File: config.mk
export PLATFORM = sky130hd
export DESIGN_NAME = rr_bin_arbiter
export DESIGN_NICKNAME = d
export VERILOG_FILES = /design/src/rtl/rr_bin_arbiter.sv
export SDC_FILE = /design/constraint.sdc
export NUM_CORES = 1
export LEC_CHECK = 0
export BUFFER_PORTS_ARGS = -buffer_cell sky130_fd_sc_hd__buf_2
export CAP_MARGIN = 10
export CORE_AREA = 4 4 86 88
export CTS_CLUSTER_DIAMETER = 80
export CTS_CLUSTER_SIZE = 40
export DETAILED_ROUTE_END_ITERATION = 8
export DIE_AREA = 0 0 90 92
export PLACE_DENSITY_LB_ADDON = 0.08
export SLEW_MARGIN = 0
export SYNTH_ARGS = -nofsm -noshare
export SYNTH_HDL_FRONTEND = slang
export SYNTH_SLANG_ARGS = --single-unit
File: constraint.sdc
create_clock -name clk -period 8.57 [get_ports clk]
set_input_delay 1.714 -clock clk [delete_from_list [all_inputs] [get_ports clk]]
set_output_delay 1.714 -clock clk [all_outputs]
set_load 0.1 [all_outputs]
File: src/rtl/rr_bin_arbiter.sv
// rr_bin_arbiter: round-robin arbiter over req_i, registered binary grant_idx_o with valid_o/ready_i handshake (clk, sync active-low reset_n)
module rr_bin_arbiter #(
  parameter int BIN_W = 5,
  parameter int N_REQ = 32
) (
  input  logic             clk,
  input  logic             reset_n,
  input  logic [N_REQ-1:0] req_i,
  input  logic             ready_i,
  output logic             valid_o,
  output logic [BIN_W-1:0] grant_idx_o
);
  typedef enum logic {IDLE, GRANT} state_t;
  state_t state;
  logic [BIN_W-1:0] ptr, next_ptr, start, win;
  logic [N_REQ-1:0] rot;
  logic [BIN_W:0] off, sum;
  logic hs, hit;
  assign hs = valid_o & ready_i;
  assign next_ptr = grant_idx_o == BIN_W'(N_REQ - 1) ? '0 : grant_idx_o + 1'b1;
  assign start = hs ? next_ptr : ptr;
  assign rot = N_REQ'({req_i, req_i} >> start);
  assign hit = |req_i;
  assign sum = {1'b0, start} + off;
  assign win = BIN_W'(sum >= (BIN_W+1)'(N_REQ) ? sum - (BIN_W+1)'(N_REQ) : sum);
  always_comb begin
    off = '0;
    for (int i = N_REQ - 1; i >= 0; i--)
      if (rot[i]) off = (BIN_W+1)'(i);
  end
  always_ff @(posedge clk) begin
    if (!reset_n) begin
      state       <= IDLE;
      valid_o     <= 1'b0;
      grant_idx_o <= '0;
      ptr         <= '0;
    end else if (state == IDLE) begin
      if (hit) begin
        state       <= GRANT;
        valid_o     <= 1'b1;
        grant_idx_o <= win;
      end
    end else if (ready_i) begin
      ptr     <= next_ptr;
      state   <= hit ? GRANT : IDLE;
      valid_o <= hit;
      if (hit) grant_idx_o <= win;
    end
  end
endmodule

==> reports/qor.txt, run 1 <==
Syn Inst Count: 568
Die extent in y: 92 um
Global-route wire length before repair: 23.9 mm
Worst-path cell chain: buf_2 -> a21boi_1 -> nor2_4 -> inv_2 -> nor3_2 -> a21oi_1 -> a22o_1 -> a221oi_1 -> a221oi_1 -> a2111o_1 -> a211o_1 -> a211o_1 -> a311oi_1 -> ha_1 -> fa_1 -> a21o_1 -> a21oi_1 -> xnor2_1 -> nor4bb_1 -> o2111ai_1 -> o221ai_1
Met1 WL: 6.08 mm
Avg Cell Area, Syn: 7.34 um2
Hold WS: 0.488 ns
Vias per cell: 7.75
Final Util: 0.639
DR vias: 5040
Max-cap violations: 0
Dpl hpwl: 11.7 mm
Post-Syn Area: 4170 um2
DR iter-0 viols: 910
Clock Sinks: 12
Diode count: 0
Gr ovfl total: 0
Peak Freq: 136 MHz
Yosys warns: 0
Peak VDD IR: 0.000297 V
Hold_buf cts: 0
Slew HR: 0.336
Die width: 90 um
Skew final: 0.00409 ns
Non-Filler Instances: 650
Drt drc: 0
Initial antenna violation count: 0
CP arrival: 7.52 ns
Final setup TNS: 0 ns
Synth top area share: 0.0984
Synth top area cells: mux2i_1 (9.8%), nand3_1 (7.2%), dfxtp_1 (5.8%)
Worst-Margin Slew: 0.990 ns
Total nets after synthesis: 610
Placeable Area: 6640 um2
Num rows: 30
Initial core utilization: 0.627
Ratio of cells with drive above 1 in the final layout: 0.177
Buffers on Ports: 40
Largest net degree at the start of global routing: 43
Deepest clock path buffer count: 2
Clk slew on worst S/H paths: 0.05 ns
Power per cell area: 218 nW/um2
Crit-path max FO: 42
CTS Buf Count: 3
Clock latency on the worst-skew pair: 0.24 ns
Largest area contributor in the netlist: mux2i_1
GR Util All Layers: 0.353
Post-CTS Repair Setup Buffers: 0
P_leak: 1.66 nW
Final Hold Viols: 0
Routed WL per cell: 24.0 um
Root buffer cell: clkbuf_8
Most used DFF post-synth: dfxtp_1
Synth cell types: 84
Post-synth EDFFs: 0
CP top delay family: compound AO/OA/AOI/OAI gates
Status: complete, no violations
Antenna viol nets, final: 0
Final period util: 0.860
Final Setup Violations: 0
Met2 WL: 6.85 mm
Final WL: 15.6 mm
CTS tree: done
RD Place Congestion: 1.07
Slowest-stage cell, CP: nor2_4
Worst setup SP type: input pin
RSZ-0062 raised after global routing: no
Metal3 WL: 1.83 mm
Max incr delay on CP: 0.80 ns
DR top layer: met4
I/O pin count: 41
Pre-Repair DR Iteration Count: 5
Final nets: 614
CP Buf/Inv Count: 2
Synth Register Bits: 12
Placed cell count: 647
Synth async-reset ratio: 0
DIE AREA: 8280 um2
Slew Limit Fails: 0
Tightest Hold Check Type: register to register
H-tree depth: 1
Final Critical Period: 7.37 ns
P&R area growth vs syn: 1.86%
Most frequent cells in the layout: nand3_1 (60), mux2i_1 (41), buf_2 (40)
PostCTS Resize Cnt: 0
Number of global-route vias before repair: 4434
Critical path endpoint category: register
Sequential fraction of the synthesis area: 0.0576
WP data required: 8.72 ns
WS Path Type: input pin to register
Commonest non-fill, non-tap cell in the layout: nand3_1
==> cells by family after synthesis <==
family / Yosys count / share of synthesized area
flip-flops: 12 / 0.0576
AO/OA/AOI/OAI: 194 / 0.354
XOR/XNOR: 6 / 0.0144
AND/OR/NAND/NOR: 231 / 0.309
buffers and inverters: 57 / 0.0816
multiplexers: 61 / 0.161
adder cells (fa/ha/maj): 7 / 0.0228
==> routing by layer <==
metal,track usage,vias to the layer above
met3,0.0492,66
met4,0.166,0
li1,-,2265
met1,0.480,2307
met2,0.550,402
met5,0,-
==> through the flow <==
| stage | power [mW] | instance area (um2) | setup WS [ns] |
|---|---|---|---|
| after global placement | 0.832 | 4210 | 1.36 |
| after detailed placement | 0.841 | 4210 | 1.05 |
| after global routing | 0.978 | 4250 | 0.846 |
| after CTS | 0.896 | 4250 | 1.31 |
| after floorplan | 0.674 | 4170 | 2.77 |
| final | 0.926 | 4250 | 1.20 |
==> synthesized netlist by cell type, types with 4 or more instances <==
| cell | instances |
|---|---|
| dfxtp_1 | 12 |
| buf_2 | 19 |
| a21bo_2 | 4 |
| a21boi_0 | 7 |
| nand2_1 | 35 |
| and2_1 | 11 |
| or2_2 | 4 |
| a32o_1 | 4 |
| nand4_1 | 12 |
| mux2i_1 | 41 |
| xnor2_1 | 5 |
| a21oi_1 | 34 |
| a2111o_1 | 5 |
| nor3_1 | 15 |
| nor2b_1 | 10 |
| mux2_2 | 17 |
| nand3_1 | 60 |
| a22oi_1 | 9 |
| o21ai_0 | 19 |
| o211ai_1 | 14 |
| clkbuf_1 | 9 |
| buf_4 | 4 |
| a21o_1 | 4 |
| a2bb2o_1 | 4 |
| o21ai_1 | 5 |
| nor3_2 | 4 |
| ha_1 | 6 |
| inv_1 | 9 |
| buf_6 | 11 |
| a2111oi_0 | 7 |
| a221oi_1 | 11 |
| a211oi_1 | 8 |
| nor4_1 | 12 |
| nand2b_1 | 10 |
| nor2_1 | 25 |
| a22o_1 | 8 |
| a31oi_1 | 5 |
| and3_1 | 12 |
==> worst register-to-register path: cells and delay by family (launching register included) <==
kind	cells	cell delay [ns]
buffers and inverters	1	0.51
AOI/OAI and AO/OA	12	2.71
xor gates and xnor gates	1	0.14
and+or+nand+nor	5	1.89
adders and majority gates	4	1.17
DFF	1	0.47
==> worst paths after layout <==
| kind | slack, ns | to | cells past startpoint | startpoint |
|---|---|---|---|---|
| setup reg to reg | 1.59 | grant_idx_o[4] | 23 | grant_idx_o[0] |
| hold / removal | 0.49 | ptr[1] | 2 | ptr[1] |
| setup / recovery | 1.20 | grant_idx_o[4] | 21 | ready_i |
| hold reg to reg | 0.49 | ptr[1] | 2 | ptr[1] |
==> power breakdown <==
group | internal (mW) | total (mW) | switching [mW] | leakage [nW]
logic | 0.285 | 0.800 | 0.515 | 1.54
clock network | 0.0308 | 0.0491 | 0.0183 | 0.0216
registers | 0.0636 | 0.0766 | 0.0130 | 0.0983
==> flip-flops by register name, summed over array words and instances (netlist names) <==
signal       cells
grant_idx_o      5
ptr              5
state            1
valid_o          1
==> layout make-up <==
cell class / instances / area [um2]
Multi-Input combinational cell: 499 / 3590
Fill cell: 632 / 2400
Sequential cell: 12 / 240
Timing Repair Buffer: 43 / 223
Tap cell: 80 / 100
Inverter: 13 / 53.8
Clock buffer: 3 / 41.3
Power figures use the tool's default switching activity.
==> inputs of run 2 (changes only) <==
Settings changed: ABC_AREA from default to 1, CORE_AREA 4 4 86 88 to 4 4 77 79, DIE_AREA 0 0 90 92 to 0 0 81 83.
==> run 2 against run 1 <==
Net effect: count of clock-buffer cells in the layout increased by 1; cell area shrank 16%; sequential cell count stayed put; clock power increased by 26%; power down 28%; hold slack lost 0.012 ns; first-iteration DRC count down 64%.
==> reports/qor.txt, run 2 <==
Initial antenna violation count: 0
Vias per cell: 5.63
Commonest non-fill, non-tap cell in the layout: nand2_1
Most frequent CP cell: nand2_1
Die width: 81 um
CP arrival: 6.40 ns
Synth cell types: 39
Largest area contributor in the netlist: nand2_1
CP Buf/Inv Count: 5
Top flop regs: grant_idx_o (5), ptr (5)
Crit-path max FO: 43
Worst setup SP type: input pin
CP top delay family: simple AND/OR/NAND/NOR gates
Yosys warns: 0
Global-route wire length before repair: 17.4 mm
Post-synth top cells: nand2_1 (254), nand3_1 (113), inv_1 (90)
Routed WL per cell: 13.0 um
Logic gate share of total power: 0.802
P_leak: 2.07 nW
Antenna viol nets, final: 0
Worst R2R Path Depth: 50
Total nets after synthesis: 721
Max incr delay on CP: 0.51 ns
Largest net degree at the start of global routing: 53
Hold_buf cts: 0
Num rows: 27
Placeable Area: 5340 um2
Ratio of cells with drive above 1 in the final layout: 0.0947
Most used DFF post-synth: dfxtp_1
Total power: 0.667 mW
Dpl hpwl: 8.10 mm
GR Util All Layers: 0.310
Worst r2r dst: grant_idx_o[4]
RD Place Congestion: 1.04
Clock latency on the worst-skew pair: 0.24 ns
Hold WS: 0.476 ns
Count leader, synth: nand2_1
Post-Syn Area: 3340 um2
Synth Register Bits: 12
DR iter-0 viols: 327
Avg Cell Area, Syn: 4.91 um2
Drt drc: 0
Pint: 0.268 mW
Reg2reg setup slack: 2.97 ns
DR vias: 4331
PostCTS Resize Cnt: 0
Final Util: 0.665
Clock Sinks: 12
I/O pin count: 41
H-tree depth: 1
Final nets: 740
DIE AREA: 6720 um2
Cell count of the worst hold path: 2
Slowest-stage cell, CP: inv_2
Slew Limit Fails: 0
Synth top area share: 0.286
Final Setup Violations: 0
Status: complete, no violations
Post-synth EDFFs: 0
Tightest Hold Check Type: register to register
Number of global-route vias before repair: 3844
Switch Pwr: 0.399 mW
Root buffer cell: clkbuf_8
Synth top area cells: nand2_1 (29%), nand3_1 (17%), inv_1 (10%)
Final WL: 9.99 mm
CTS Buf Count: 3
Peak VDD IR: 0.000156 V
Clock Power Share: 0.093
Max-cap violations: 0
Hold endpoint: state
Worst-Margin Slew: 0.658 ns
Most frequent cells in the layout: nand2_1 (254), nand3_1 (113), inv_1 (90)
CTS tree: done
P&R area growth vs syn: 6.34%
WP data required: 8.70 ns
Diode count: 0
Initial core utilization: 0.625
Post-CTS Repair Setup Buffers: 0
Sequential fraction of the synthesis area: 0.0720
Final period util: 0.732
RSZ-0062 raised after global routing: no
Deepest clock path buffer count: 2
Synth async-reset ratio: 0
Switching fraction of total power: 0.598
Clk slew on worst S/H paths: 0.05 ns
Final Critical Period: 6.27 ns
Slew HR: 0.560
Gr ovfl total: 0
Worst r2r src: grant_idx_o[0]
Buffers on Ports: 40
Reg power frac: 0.105
Pre-Repair DR Iteration Count: 5
Final Hold Viols: 0
Syn Inst Count: 679
Hold path start: state
Peak Freq: 159 MHz
Power per cell area: 188 nW/um2
WS Path Type: input pin to register
Critical path endpoint category: register
Final setup TNS: 0 ns
Die extent in y: 83 um
FILL cells: 583
Skew final: 0.00278 ns
[run 2: worst register-to-register path, delay by kind of cell, from the launching register on]
kind	cells	cell delay (ns)
AO/OA/AOI/OAI	7	0.99
XOR/XNOR	2	0.31
adder cells (fa/ha/maj)	4	1.06
buffers and inverters	5	0.96
flip-flops	1	0.40
AND/OR/NAND/NOR	32	1.82
[run 2: cell families (layout without fill, tap and decap cells)]
kind of cell	after synthesis	after routing	synth area share
AOI/OAI and AO/OA	100	100	0.164
and+or+nand+nor	430	430	0.562
buffers and inverters	124	142	0.158
xor gates and xnor gates	4	4	0.0105
DFF	12	12	0.0720
muxes	2	2	0.00600
adders and majority gates	7	7	0.0285
[run 2: metal layers]
metal / global-route usage / routed length (um)
met1: 0.451 / 4620
met2: 0.472 / 4350
met3: 0.0466 / 779
met4: 0.0753 / 243
met5: 0 / 0
[run 2: metrics by stage]
step | area, um2 | std cells | setup WS [ns]
floorplan | 3340 | 679 | 2.94
global placement | 3490 | 765 | 2.22
detailed placement | 3490 | 765 | 2.07
CTS | 3550 | 769 | 2.30
global route | 3550 | 769 | 1.62
finish | 3550 | 769 | 2.30
[run 2: power groups by stage]
stage | clock, mW | combinational (mW) | sequential (mW)
detailed placement | 0 | 0.523 | 0.0707
floorplan | 0 | 0.387 | 0.105
global placement | 0 | 0.517 | 0.0707
CTS | 0.0628 | 0.526 | 0.0698
finish | 0.0621 | 0.535 | 0.0699
global route | 0.0677 | 0.608 | 0.0712
[run 2: area by class of cell]
cell class              instances  area [um2]  share of cell area
clock buffers                   4        55.1              0.0155
inverters                      93         350              0.0988
multi-input cells             543        2570               0.726
flip-flops and latches         12         240              0.0677
well taps                      72        90.1              0.0254
repair buffers                 45         238              0.0670
[run 2: worst max-delay path by stage]
stage	from	endpoint	slack, ns	depth (start not counted)
6_report	ready_i	grant_idx_o[4]	2.30	47
5_1_grt	ready_i	grant_idx_o[4]	1.62	50
4_1_cts	ready_i	grant_idx_o[4]	2.30	49
3_5_place_dp	ready_i	grant_idx_o[4]	2.07	49
3_3_place_gp	ready_i	grant_idx_o[4]	2.22	49
2_1_floorplan	ready_i	grant_idx_o[4]	2.94	48
==> inputs of run 3 (changes only) <==
Settings changed: CORE_AREA 4 4 77 79 to 4 4 79 81, DIE_AREA 0 0 81 83 to 0 0 83 85.
Clock period 8.57 ns to 6.25 ns, I/O delays scaled along.
==> run 3 against run 2 <==
Net effect: cell count increased by 0.52%; register-to-register slack got worse by 2.1 ns; clock skew increased by 0.0047 ns; routed wire length increased by 4.2%; power increased by 40%; non-clock buffer count increased by 4; worst setup slack got worse by 1.7 ns; combinational power increased by 41%; largest cell class unchanged.
==> reports/qor.txt, run 3 (synthesis results as in run 2) <==
Status: complete, no violations
Initial core utilization: 0.610
Clk slew on worst S/H paths: 0.05 ns
Crit-path max FO: 32
Gr ovfl total: 0
Ratio of cells with drive above 1 in the final layout: 0.0999
Global-route wire length before repair: 17.7 mm
Worst-Margin Slew: 0.777 ns
Deepest clock path buffer count: 2
Dpl hpwl: 8.39 mm
Peak Freq: 177 MHz
Clock Sinks: 12
P&R area growth vs syn: 7.84%
Final Hold Viols: 0
Clock latency on the worst-skew pair: 0.24 ns
Final WL: 10.4 mm
Max-cap violations: 0
I/O pin count: 41
Die width: 83 um
CTS tree: done
Cell count of the worst hold path: 2
Pre-Repair DR Iteration Count: 7
P_leak: 2.09 nW
DIE AREA: 7060 um2
Worst R2R Path Depth: 51
Vias per cell: 5.66
Final nets: 744
Critical path endpoint category: register
Max incr delay on CP: 0.43 ns
Final setup TNS: 0 ns
Worst setup SP type: input pin
Top flop regs: grant_idx_o (5), ptr (5)
DR vias: 4372
H-tree depth: 1
Slew Limit Fails: 0
Antenna viol nets, final: 0
Die extent in y: 85 um
Num rows: 27
CP top delay family: simple AND/OR/NAND/NOR gates
Root buffer cell: clkbuf_8
Number of global-route vias before repair: 3978
Placeable Area: 5470 um2
Skew final: 0.00747 ns
CP Buf/Inv Count: 2
Tightest Hold Check Type: register to register
Final Setup Violations: 0
Routed WL per cell: 13.5 um
CP arrival: 5.80 ns
Final Critical Period: 5.66 ns
Power per cell area: 260 nW/um2
DR iter-0 viols: 408
WP depth: 47
Most frequent cells in the layout: nand2_1 (254), nand3_1 (113), inv_1 (90)
Slowest-stage cell, CP: fa_1
RSZ-0062 raised after global routing: no
Diode count: 0
Total power: 0.934 mW
Buffers on Ports: 40
WP data required: 6.39 ns
RD Place Congestion: 1.03
Initial antenna violation count: 0
Slew HR: 0.477
WS Path Type: input pin to register
GR Util All Layers: 0.298
Final period util: 0.906
Drt drc: 0
Largest net degree at the start of global routing: 39
Commonest non-fill, non-tap cell in the layout: nand2_1
CTS Buf Count: 3
FILL cells: 561
Peak VDD IR: 0.000221 V
Most frequent CP cell: nand2_1
Post-CTS Repair Setup Buffers: 0
-- run 3: cell count changes in the layout (fill, tap and decap cells not counted) --
cell	delta
inv_4	+1
inv_2	-1
o21ai_0	-2
nand2_8	+2
o21ai_1	+2
nand2_4	-2
buf_4	+4
-- run 3: path summary, 6_finish.rpt --
path,start,to,slack [ns]
min reg2reg,state,state,0.49
max reg2reg,grant_idx_o[0],grant_idx_o[4],0.88
max,ready_i,grant_idx_o[4],0.59
min,state,state,0.49
-- run 3: power breakdown --
group          switching [mW]  internal, mW
clock network          0.0276        0.0556
registers             0.00893        0.0864
logic                   0.522         0.233
-- run 3: layout make-up --
class / count / area (um2) / area share
clock buffers: 4 / 55.1 / 0.0153
inverters: 93 / 353 / 0.0981
multi-input cells: 543 / 2590 / 0.720
flip-flops and latches: 12 / 240 / 0.0668
well taps: 72 / 90.1 / 0.0250
repair buffers: 49 / 268 / 0.0744
-- run 3: worst reg2reg max path: cells and delay by family (launching register included) --
kind	cells	cell delay (ns)
simple gates	37	2.79
compound gates	7	0.92
xor+xnor	2	0.33
fa+ha+maj	4	0.84
buf+inv	1	0.05
flops	1	0.34
-- run 3: repair_timing --
action / in CTS / in global routing
setup endpoints to repair: 0 / 1
hold buffers: 0 / 0
gates resized for setup: 0 / 6
-- run 3: metal layers --
layer	GRT usage	vias to the layer above	part of all wire
li1	-	2229	-
met1	0.372	1887	0.43
met2	0.517	214	0.46
met3	0.0437	42	0.079
met4	0.114	0	0.033
met5	0	-	0
-- run 3: through the flow --
step / hold WS, ns / instances / setup slack (ns) / cell area (um2) / utilization
floorplan: 0.447 / 679 / 0.823 / 3340 / -
global placement: 0.466 / 769 / 0.337 / 3520 / 0.644
detailed placement: 0.475 / 769 / 0.246 / 3520 / 0.644
CTS: 0.484 / 773 / 0.509 / 3580 / 0.654
global route: 0.508 / 773 / 0.0248 / 3600 / 0.657
finish: 0.488 / 773 / 0.590 / 3600 / 0.657
